`config.mk`:
```
export PLATFORM = sky130hd
export DESIGN_NAME = vc_partitioned_queue
export DESIGN_NICKNAME = d
export VERILOG_FILES = /design/src/rtl/vc_queue_pkg.sv /design/src/rtl/vc_partition_queue_ctrl.sv /design/src/rtl/vc_partitioned_queue.sv
export SDC_FILE = /design/constraint.sdc
export NUM_CORES = 1
export LEC_CHECK = 0
export ABC_AREA = 1
export CAP_MARGIN = 5
export CORE_MARGIN = 2
export CORE_UTILIZATION = 35
export DETAILED_ROUTE_END_ITERATION = 10
export PLACE_DENSITY_LB_ADDON = 0.05
export SLEW_MARGIN = 20
export SYNTH_ARGS = -nofsm -noshare
export SYNTH_HDL_FRONTEND = slang
export SYNTH_SLANG_ARGS = --single-unit
```
`constraint.sdc`:
```
create_clock -name clk -period 3.65 [get_ports clk]
set_clock_uncertainty 0.2 [all_clocks]
set_input_delay 0.73 -clock clk [delete_from_list [all_inputs] [get_ports clk]]
set_output_delay 0.73 -clock clk [all_outputs]
set_load 0.1 [all_outputs]
```
`src/rtl/vc_queue_pkg.sv`:
```
// Shared queue-mode constants and a small sizing helper.
//
// VC_QUEUE_NORMAL : plain registered queue
// VC_QUEUE_PIPE   : a full partition accepts when the same partition is dequeued this cycle
// VC_QUEUE_BYPASS : an empty partition forwards the offered message straight to the consumer
// PIPE and BYPASS are independent bits and may be OR-ed together.
package vc_queue_pkg;

    localparam logic [3:0] VC_QUEUE_NORMAL = 4'b0000;
    localparam logic [3:0] VC_QUEUE_PIPE   = 4'b0001;
    localparam logic [3:0] VC_QUEUE_BYPASS = 4'b0010;

    // Width of an index into n items; never narrower than one bit so a
    // single-item selector still has a real port.
    function automatic int idx_width(input int n);
        return (n > 1) ? $clog2(n) : 1;
    endfunction

endpackage

```
`src/rtl/vc_partition_queue_ctrl.sv`:
```
// Bookkeeping for one partition of the shared queue storage.
//
// Ports:
//   clk, reset     : clock, asynchronous active-low reset
//   flush          : empty this partition at the next edge (wins over enq/deq)
//   enq, deq       : an entry is written / consumed at the next edge
//   enq_ptr        : slot the next enqueue writes
//   deq_ptr        : slot currently at the head
//   full, empty    : partition status
//   num_free       : free entries, 0..p_num_entries
module vc_partition_queue_ctrl #(
    parameter int  p_num_entries = 4,
    localparam int ptr_w         = $clog2(p_num_entries),
    localparam int cnt_w         = ptr_w + 1
) (
    input  logic             clk,
    input  logic             reset,
    input  logic             flush,
    input  logic             enq,
    input  logic             deq,
    output logic [ptr_w-1:0] enq_ptr,
    output logic [ptr_w-1:0] deq_ptr,
    output logic             full,
    output logic             empty,
    output logic [cnt_w-1:0] num_free
);

    logic [ptr_w-1:0] enq_ptr_q, enq_ptr_d;
    logic [ptr_w-1:0] deq_ptr_q, deq_ptr_d;
    logic             full_q, full_d;
    logic [cnt_w-1:0] occupancy;

    // Pointers wrap explicitly because the partition size need not be a
    // power of two.
    function automatic logic [ptr_w-1:0] next_ptr(input logic [ptr_w-1:0] ptr);
        return (ptr == ptr_w'(p_num_entries - 1)) ? '0 : ptr + ptr_w'(1);
    endfunction

    always_comb begin
        // NOTE: every always_comb output gets a default first, so no path
        // leaves it unassigned and no latch is inferred.
        enq_ptr_d = enq_ptr_q;
        deq_ptr_d = deq_ptr_q;
        full_d    = full_q;
        if (flush) begin
            enq_ptr_d = '0;
            deq_ptr_d = '0;
            full_d    = 1'b0;
        end else begin
            if (enq) enq_ptr_d = next_ptr(enq_ptr_q);
            if (deq) deq_ptr_d = next_ptr(deq_ptr_q);
            // Simultaneous enq+deq keeps occupancy, hence the full bit.
            if (enq && !deq)      full_d = (next_ptr(enq_ptr_q) == deq_ptr_q);
            else if (deq && !enq) full_d = 1'b0;
        end
    end

    always_ff @(posedge clk or negedge reset) begin
        // NOTE: state registers use non-blocking assignments so every flop
        // samples pre-edge values regardless of process ordering.
        if (!reset) begin
            enq_ptr_q <= '0;
            deq_ptr_q <= '0;
            full_q    <= 1'b0;
        end else begin
            enq_ptr_q <= enq_ptr_d;
            deq_ptr_q <= deq_ptr_d;
            full_q    <= full_d;
        end
    end

    // Equal pointers mean empty or full; the full bit disambiguates.
    always_comb begin
        if (enq_ptr_q >= deq_ptr_q) occupancy = cnt_w'(enq_ptr_q - deq_ptr_q);
        else                        occupancy = cnt_w'(p_num_entries) - cnt_w'(deq_ptr_q - enq_ptr_q);
        num_free = full_q ? '0 : cnt_w'(p_num_entries) - occupancy;
    end

    assign enq_ptr = enq_ptr_q;
    assign deq_ptr = deq_ptr_q;
    assign full    = full_q;
    assign empty   = !full_q && (enq_ptr_q == deq_ptr_q);

endmodule

```
`src/rtl/vc_partitioned_queue.sv`:
```
// Queue statically partitioned between security domains. Each domain owns
// p_msgs_per_domain slots of one shared register file; every handshake and
// status output for a domain is derived only from that domain's partition
// and same-domain inputs, so one domain cannot observe another's traffic.
//
// Ports:
//   clk, reset                     : clock, asynchronous active-low reset
//   enq_domain/enq_val/enq_rdy/enq_msg : producer side, tagged with a domain
//   deq_domain/deq_val/deq_rdy/deq_msg : consumer side, reads one domain
//   flush                          : per-domain partition clear
//   num_free                       : per-domain free count, domain 0 in the LSBs
module vc_partitioned_queue
    import vc_queue_pkg::*;
#(
    parameter logic [3:0] p_type            = VC_QUEUE_NORMAL,
    parameter int         p_msg_nbits       = 32,
    parameter int         p_num_domains     = 2,
    parameter int         p_msgs_per_domain = 4,
    localparam int        dom_w             = idx_width(p_num_domains),
    localparam int        ptr_w             = $clog2(p_msgs_per_domain),
    localparam int        cnt_w             = ptr_w + 1,
    localparam int        depth             = p_num_domains * p_msgs_per_domain,
    localparam int        addr_w            = idx_width(depth)
) (
    input  logic                             clk,
    input  logic                             reset,
    input  logic [dom_w-1:0]                 enq_domain,
    input  logic                             enq_val,
    output logic                             enq_rdy,
    input  logic [p_msg_nbits-1:0]           enq_msg,
    input  logic [dom_w-1:0]                 deq_domain,
    output logic                             deq_val,
    input  logic                             deq_rdy,
    output logic [p_msg_nbits-1:0]           deq_msg,
    input  logic [p_num_domains-1:0]         flush,
    output logic [p_num_domains*cnt_w-1:0]   num_free
);

    localparam logic is_pipe   = |(p_type & VC_QUEUE_PIPE);
    localparam logic is_bypass = |(p_type & VC_QUEUE_BYPASS);

    logic [p_num_domains-1:0] enq_sel, deq_sel;
    logic [p_num_domains-1:0] full, empty;
    logic [p_num_domains-1:0] dom_enq_rdy, dom_deq_val, dom_bypass;
    logic [p_num_domains-1:0] do_enq, do_deq;
    logic [ptr_w-1:0]         enq_ptr [p_num_domains];
    logic [ptr_w-1:0]         deq_ptr [p_num_domains];
    logic [cnt_w-1:0]         dom_num_free [p_num_domains];

    logic [ptr_w-1:0]         enq_ptr_sel, deq_ptr_sel;
    logic                     deq_bypass_sel;
    logic [addr_w-1:0]        wr_addr, rd_addr;
    logic [p_msg_nbits-1:0]   mem_q [depth];

    for (genvar d = 0; d < p_num_domains; d++) begin : g_dom
        logic enq_fire, deq_fire, bypass_fire;

        // An out-of-range domain index matches no partition, so it sees
        // enq_rdy=0 and deq_val=0.
        assign enq_sel[d] = (enq_domain == dom_w'(d));
        assign deq_sel[d] = (deq_domain == dom_w'(d));

        assign dom_enq_rdy[d] = !flush[d] && (!full[d] || (is_pipe && deq_rdy && deq_sel[d]));
        assign dom_bypass[d]  = is_bypass && empty[d] && enq_val && enq_sel[d] && !flush[d];
        assign dom_deq_val[d] = (!flush[d] && !empty[d]) || dom_bypass[d];

        assign enq_fire    = enq_val && enq_sel[d] && dom_enq_rdy[d];
        assign deq_fire    = deq_rdy && deq_sel[d] && dom_deq_val[d];
        // A bypassed message passes straight through: no write, no pointer move.
        assign bypass_fire = dom_bypass[d] && deq_sel[d] && deq_rdy;
        assign do_enq[d]   = enq_fire && !bypass_fire;
        assign do_deq[d]   = deq_fire && !bypass_fire;

        vc_partition_queue_ctrl #(
            .p_num_entries (p_msgs_per_domain)
        ) u_ctrl (
            .clk      (clk),
            .reset    (reset),
            .flush    (flush[d]),
            .enq      (do_enq[d]),
            .deq      (do_deq[d]),
            .enq_ptr  (enq_ptr[d]),
            .deq_ptr  (deq_ptr[d]),
            .full     (full[d]),
            .empty    (empty[d]),
            .num_free (dom_num_free[d])
        );

        assign num_free[d*cnt_w +: cnt_w] = dom_num_free[d];
    end

    assign enq_rdy = |(dom_enq_rdy & enq_sel);
    assign deq_val = |(dom_deq_val & deq_sel);

    always_comb begin
        enq_ptr_sel    = '0;
        deq_ptr_sel    = '0;
        deq_bypass_sel = 1'b0;
        for (int d = 0; d < p_num_domains; d++) begin
            if (enq_sel[d]) enq_ptr_sel = enq_ptr[d];
            if (deq_sel[d]) begin
                deq_ptr_sel    = deq_ptr[d];
                deq_bypass_sel = dom_bypass[d];
            end
        end
    end

    // Slot address is domain*entries + pointer: identical to {domain, ptr}
    // when the partition size is a power of two, and packs densely otherwise.
    always_comb begin
        wr_addr = addr_w'(int'(enq_domain) * p_msgs_per_domain + int'(enq_ptr_sel));
        rd_addr = '0;
        if (|deq_sel) rd_addr = addr_w'(int'(deq_domain) * p_msgs_per_domain + int'(deq_ptr_sel));
    end

    // NOTE: the storage array has no reset; validity lives entirely in the
    // per-partition pointers, so resetting the data would only cost logic.
    always_ff @(posedge clk) begin
        if (|do_enq) mem_q[wr_addr] <= enq_msg;
    end

    assign deq_msg = deq_bypass_sel ? enq_msg : mem_q[rd_addr];

endmodule

```
### Word level (Yosys, flattened, before mapping)

Memory sizes are Yosys's and may differ from the RTL's.
Index checks and enable logic that the tools add are counted.

| word-level totals | value |
|---|---|
| register bits | 10 |
| latch bits | 0 |
| bits in writable memories | 256 |
| memory bits (read-only) | 0 |
| output and inout bits | 40 |
| word-level logic and storage cells | 98 |
| memories | 1 |

| cells by class | value |
|---|---|
| add/subtract/negate cells | 14 |
| multiply operators | 0 |
| div/mod/pow operators | 0 |
| $lt $le $gt $ge | 2 |
| equal/unequal tests | 8 |
| shift-type cells | 0 |
| muxes and demuxes | 26 |
| bitwise logic cells | 4 |
| reduce and logical (&&, ||, !) cells | 37 |

Memories:

| name | depth | bits a word | rd ports | clocked after memory_dff | wr ports | line | text |
|---|---|---|---|---|---|---|---|
| mem_q | 8 | 32 | 1 | 0 | 1 | vc_partitioned_queue.sv:53 | `logic [p_msg_nbits-1:0] mem_q [depth];` |

Operators by type and width:

| cell | count |
|---|---|
| $mux W2 | 14 |
| $logic_and A1 B1 Y1 | 18 |
| $mux W3 | 4 |
| $sub A2 B2 Y3 | 4 |
| $sub A3 B3 Y3 const A | 4 |
| $logic_not A1 Y1 | 10 |
| $add A2 B1 Y2 const B | 4 |
| $eq A2 B2 Y1 | 4 |
| $eq A2 B2 Y1 const B | 4 |
| $mux W1 | 8 |
| $reduce_bool A2 Y1 | 4 |
| $add A3 B2 Y3 | 2 |
| $reduce_bool A3 Y1 | 2 |
| $reduce_or A2 Y1 | 3 |
| $and A2 B2 Y2 | 2 |
| $ge A2 B2 Y1 | 2 |
| $not A1 Y1 | 2 |

### Logic depth before layout (Yosys ltp)

| depth | value |
|---|---|
| depth in word-level cells | 9 |
| gate-level depth with buffers | 11 |
| mapped depth without buffers | 8 |

### Hierarchy

From an unflattened synthesis, not the netlist that was laid out.

| unflattened totals | value |
|---|---|
| cells, all modules | 1276 |
| area, all modules | 12638.4 um^2 |

Modules (own cells, without submodules):

| module | instances | cells an instance | area each (um^2) | seq. area each (um^2) |
|---|---|---|---|---|
| vc_partitioned_queue | 1 | 1166 | 11872.6 | 7687.4 |
| vc_partition_queue_ctrl | 2 | 55 | 382.9 | 125.1 |

### Worst setup path after synthesis

Ideal clock, no wire load.

| timing path | value |
|---|---|
| path type | in2reg |
| from | input enq_domain |
| to | memory mem_q[6][0], enable pin |
| arrival time | 3.727 ns |
| slack | -0.745 ns |
| stages on the path | 4 |
| path buffers | 1 |
| cells stage by stage | clkbuf_1 > nand4_1 > nand2_1 > nor3b_1 |

| on the way | value |
|---|---|
| longest elaborated chain between the ends | 6 |
| elaborated cells between the ends (all ways) | 10 |

Ends and longest elaborated chain:

| what | line | text |
|---|---|---|
| from (decl) | vc_partitioned_queue.sv:27 | `input logic [dom_w-1:0] enq_domain,` |
| branches (longest 6 deep; another with $add A3 B2 Y3) | - |  |
| to (decl) | vc_partitioned_queue.sv:53 |  |

Several ways; the timed one is not identified.

### Final worst setup path

| timing path | value |
|---|---|
| from | register g_dom[1].u_ctrl.enq_ptr_q[0] |
| to | output num_free[5] |

| on the way | value |
|---|---|
| longest elaborated chain between the ends | 5 |
| elaborated cells between the ends (all ways) | 7 |

Ends and longest elaborated chain:

| what | line | text |
|---|---|---|
| from (decl) | vc_partition_queue_ctrl.sv:28 | `logic [ptr_w-1:0] enq_ptr_q, enq_ptr_d;` |
| from (signal assigned) | vc_partition_queue_ctrl.sv:66 | `enq_ptr_q <= enq_ptr_d;` |
| $sub A2 B2 Y3 | vc_partition_queue_ctrl.sv:75 | `else occupancy = cnt_w'(p_num_entries) - cnt_w'(deq_ptr_q - enq_ptr_q);` |
| $sub A3 B3 Y3 | vc_partition_queue_ctrl.sv:75 |  |
| $mux W3 (*) | vc_partition_queue_ctrl.sv:74 | `if (enq_ptr_q >= deq_ptr_q) occupancy = cnt_w'(enq_ptr_q - deq_ptr_q);` |
| $sub A3 B3 Y3 (*) | vc_partition_queue_ctrl.sv:76 | `num_free = full_q ? '0 : cnt_w'(p_num_entries) - occupancy;` |
| $mux W3 (*) | vc_partition_queue_ctrl.sv:76 |  |
| to (decl) | vc_partitioned_queue.sv:36 | `output logic [p_num_domains*cnt_w-1:0] num_free` |

Every way passes the cells marked *; elsewhere a longest branch is shown, timed or not.

==> out/metrics.yaml <==
outcome: "completed"
sequentialPowerShare: 0.433
dieArea_sq_um: 36810
row_count: 68
slew_viol_final: 0
final_layout_size_suffix_gt1_frac: 0.1025
synth_fp_nets: 1312
clk_pin_slew_ps: 60
area_growth_pct: 23.97
required_ps: 2720
combinationalPowerShare: 0.199
synth_edf_count: 256
fin_crit_ps: 3496
yosysWarnings: 0
final_net_count: 1393
internal_power_mw: 5.582
routed_wl_mm: 31.32
hold_path_class: "input port to asynchronous set/reset pin"
antenna_found_initial: 0
end_kind: "primary output"
drc: 0
htree_levels: 1
cts-hold-fix-buffers: 0
synth.most_common_cell: "nand3_1"
crit_type: "register to primary output"
grt_usage: 0.1748
ys_ff_latch: 266
power_density_nw_per_um2: 513.7
clockBufferDepth: 3
slowest_delay_ps: 480
cpLargestDelayFamily: "adder cells"
cp_cell_sequence: "inv_1 -> ha_1 -> inv_1 -> fa_1 -> inv_1 -> ha_1 -> o21ai_0 -> a21oi_2 -> buf_12"
grt_max_degree: 95
cp_common_cell: "inv_1"
vdd_drop_max_mv: 0.4874
cp-start-kind: "register"
fmax_ghz: 0.2861
cts_inserted_buffers: 31
fin_tns_setup_ps: 0
cts_tree: "built"
synthTopCellsByArea: "edfxtp_1 62%, nand3_1 12%, nand2_1 8.7%"
grt-ovfl-total: 0
coreArea_sq_um: 34630
antenna-diode-count: 0
arrival_ps: 2570
cts.sinks: 266
maxCapViolations: 0
power_switching_share: 0.2903
synthCells: 1261
fin_total_pwr_mw: 7.865
drtIter0Drc: 468
final_cells: 1821
p_leak_nw: 6.750
die_w_um: 191.9
first_global_vias: 8176
synth_top_cell_by_area: "edfxtp_1"
dp_hpwl_mm: 17.08
vias: 8401
cp_max_fo: 6
start_util: 0.3567
detail-route-antenna-nets: 0
synthTopCellsByCount: "301 x nand3_1, 286 x nand2_1, 280 x inv_1"
syn-cell-area_sq_um: 12350
dp_cells: 1761
synth_seq_area_share: 0.6427
clock_latency_ps: 550
viasPerCell: 4.613
drt-pass1-iter-count: 5
synth_top_flop_cell: "edfxtp_1"
rsz0062_at_grt: "no"
finalWeightedCongestion: 0.7328
io_buffer_count: 79
fin_crit_sh: 0.9578
synth.distinct_cells: 28
grt_pass1_wl_mm: 48.80
synth_top_area_frac: 0.6224
worst_slew_pin_slew_ps: 522.2
syn_area_per_cell_sq_um: 9.794
wl_per_cell_um: 17.20
switchingPower_mw: 2.283
slowest_stage: "fa_1"
cts_root_buffer: "clkbuf_16"
clkPwrFrac: 0.368
async_reset_ff_frac: 0.03759
critPathBufInv: 4
fp.dieH_um: 191.9
maxSlewHeadroom: 0.6497
hold_viol: 0
setup_viol: 0
ios: 80
## cells in the final DEF, fill, tap and decap left out, drive strengths merged, types with 5 or more instances in the layout
cell type      instances
buf                   75
a21oi                  5
inv                  282
o21ai                 11
ha                     9
edfxtp               256
dfrtp                 10
nand3                301
nand2                289
clkdlybuf4s50         38
nor2                  22
clkbuf                38
clkinv                17
## layout make-up
class | instances | area (sq um)
clock inverters | 19 | 141.4
flip-flops and latches | 266 | 7939
clock buffers | 38 | 802.0
fillers | 3240 | 19320
repair buffers | 113 | 1704
inverters | 282 | 1061
multi-input cells | 648 | 3094
well taps | 455 | 569.3
## final timing paths
path / start / to / slack [ps] / cells past startpoint
max in group asynchronous: reset / g_dom[1].u_ctrl.enq_ptr[0] / 2550 / 1
worst max-delay path: g_dom[1].u_ctrl.enq_ptr[0] / num_free[5] / 150 / 9
worst max register to register: g_dom[0].u_ctrl.full / mem_q[3][2] / 1340 / 6
worst min-delay path: reset / g_dom[1].u_ctrl.deq_ptr[1] / 320 / 1
worst min register to register: g_dom[0].u_ctrl.enq_ptr[0] / g_dom[0].u_ctrl.enq_ptr[0] / 410 / 1
min in group clk: g_dom[0].u_ctrl.enq_ptr[0] / g_dom[0].u_ctrl.enq_ptr[0] / 410 / 1
## layer usage
| layer | share of wire | global-route usage | wire, um | up-vias |
|---|---|---|---|---|
| li1 | - | - | - | 4236 |
| met1 | 0.47 | 0.2455 | 14800 | 3981 |
| met2 | 0.47 | 0.2899 | 14840 | 147 |
| met3 | 0.037 | 0.02229 | 1174 | 37 |
| met4 | 0.016 | 0.03698 | 507 | 0 |
| met5 | 0 | 0 | 0 | - |
## logic make-up after synthesis
group | share of synthesized area
compound gates | 0.008915
xor+xnor | 0.001419
fa+ha+maj | 0.01236
buf+inv | 0.1147
flops | 0.6427
simple gates | 0.2199
## flip-flops by register name (all words and copies together), names as in the netlist
name                  flops
g_dom.u_ctrl.enq_ptr      4
mem_q                   256
g_dom.u_ctrl.deq_ptr      4
g_dom.u_ctrl.full         2
## per-stage QoR
stage | cell area [sq um] | hold WS [ps] | setup slack, ps | utilization
after global routing | 15310 | 359.3 | 55.54 | 0.4422
after CTS | 15310 | 329.5 | 41.54 | 0.4421
final | 15310 | 323.1 | 154.1 | 0.4422
after detailed placement | 14330 | 376.7 | 255.3 | 0.4139
after global placement | 14330 | 376.8 | 267.0 | 0.4139
after floorplan | 12380 | 234.4 | 234.4 | -
## power by group through the flow
stage	logic [mW]	registers, mW	clock network [mW]
finish	1.57	3.41	2.89
detailed placement	1.59	3.47	0
global placement	1.58	3.47	0
global route	1.68	3.41	3.10
floorplan	0.991	3.46	0
CTS	1.59	3.40	2.99
## timing repair
item | 4_1_cts | 5_1_grt
gates resized for setup | 0 | 1
setup endpoints to repair | 5 | 1
setup buffers | 3 | 0
pin swaps | 1 | 0
(Power assumes the default switching activity.)
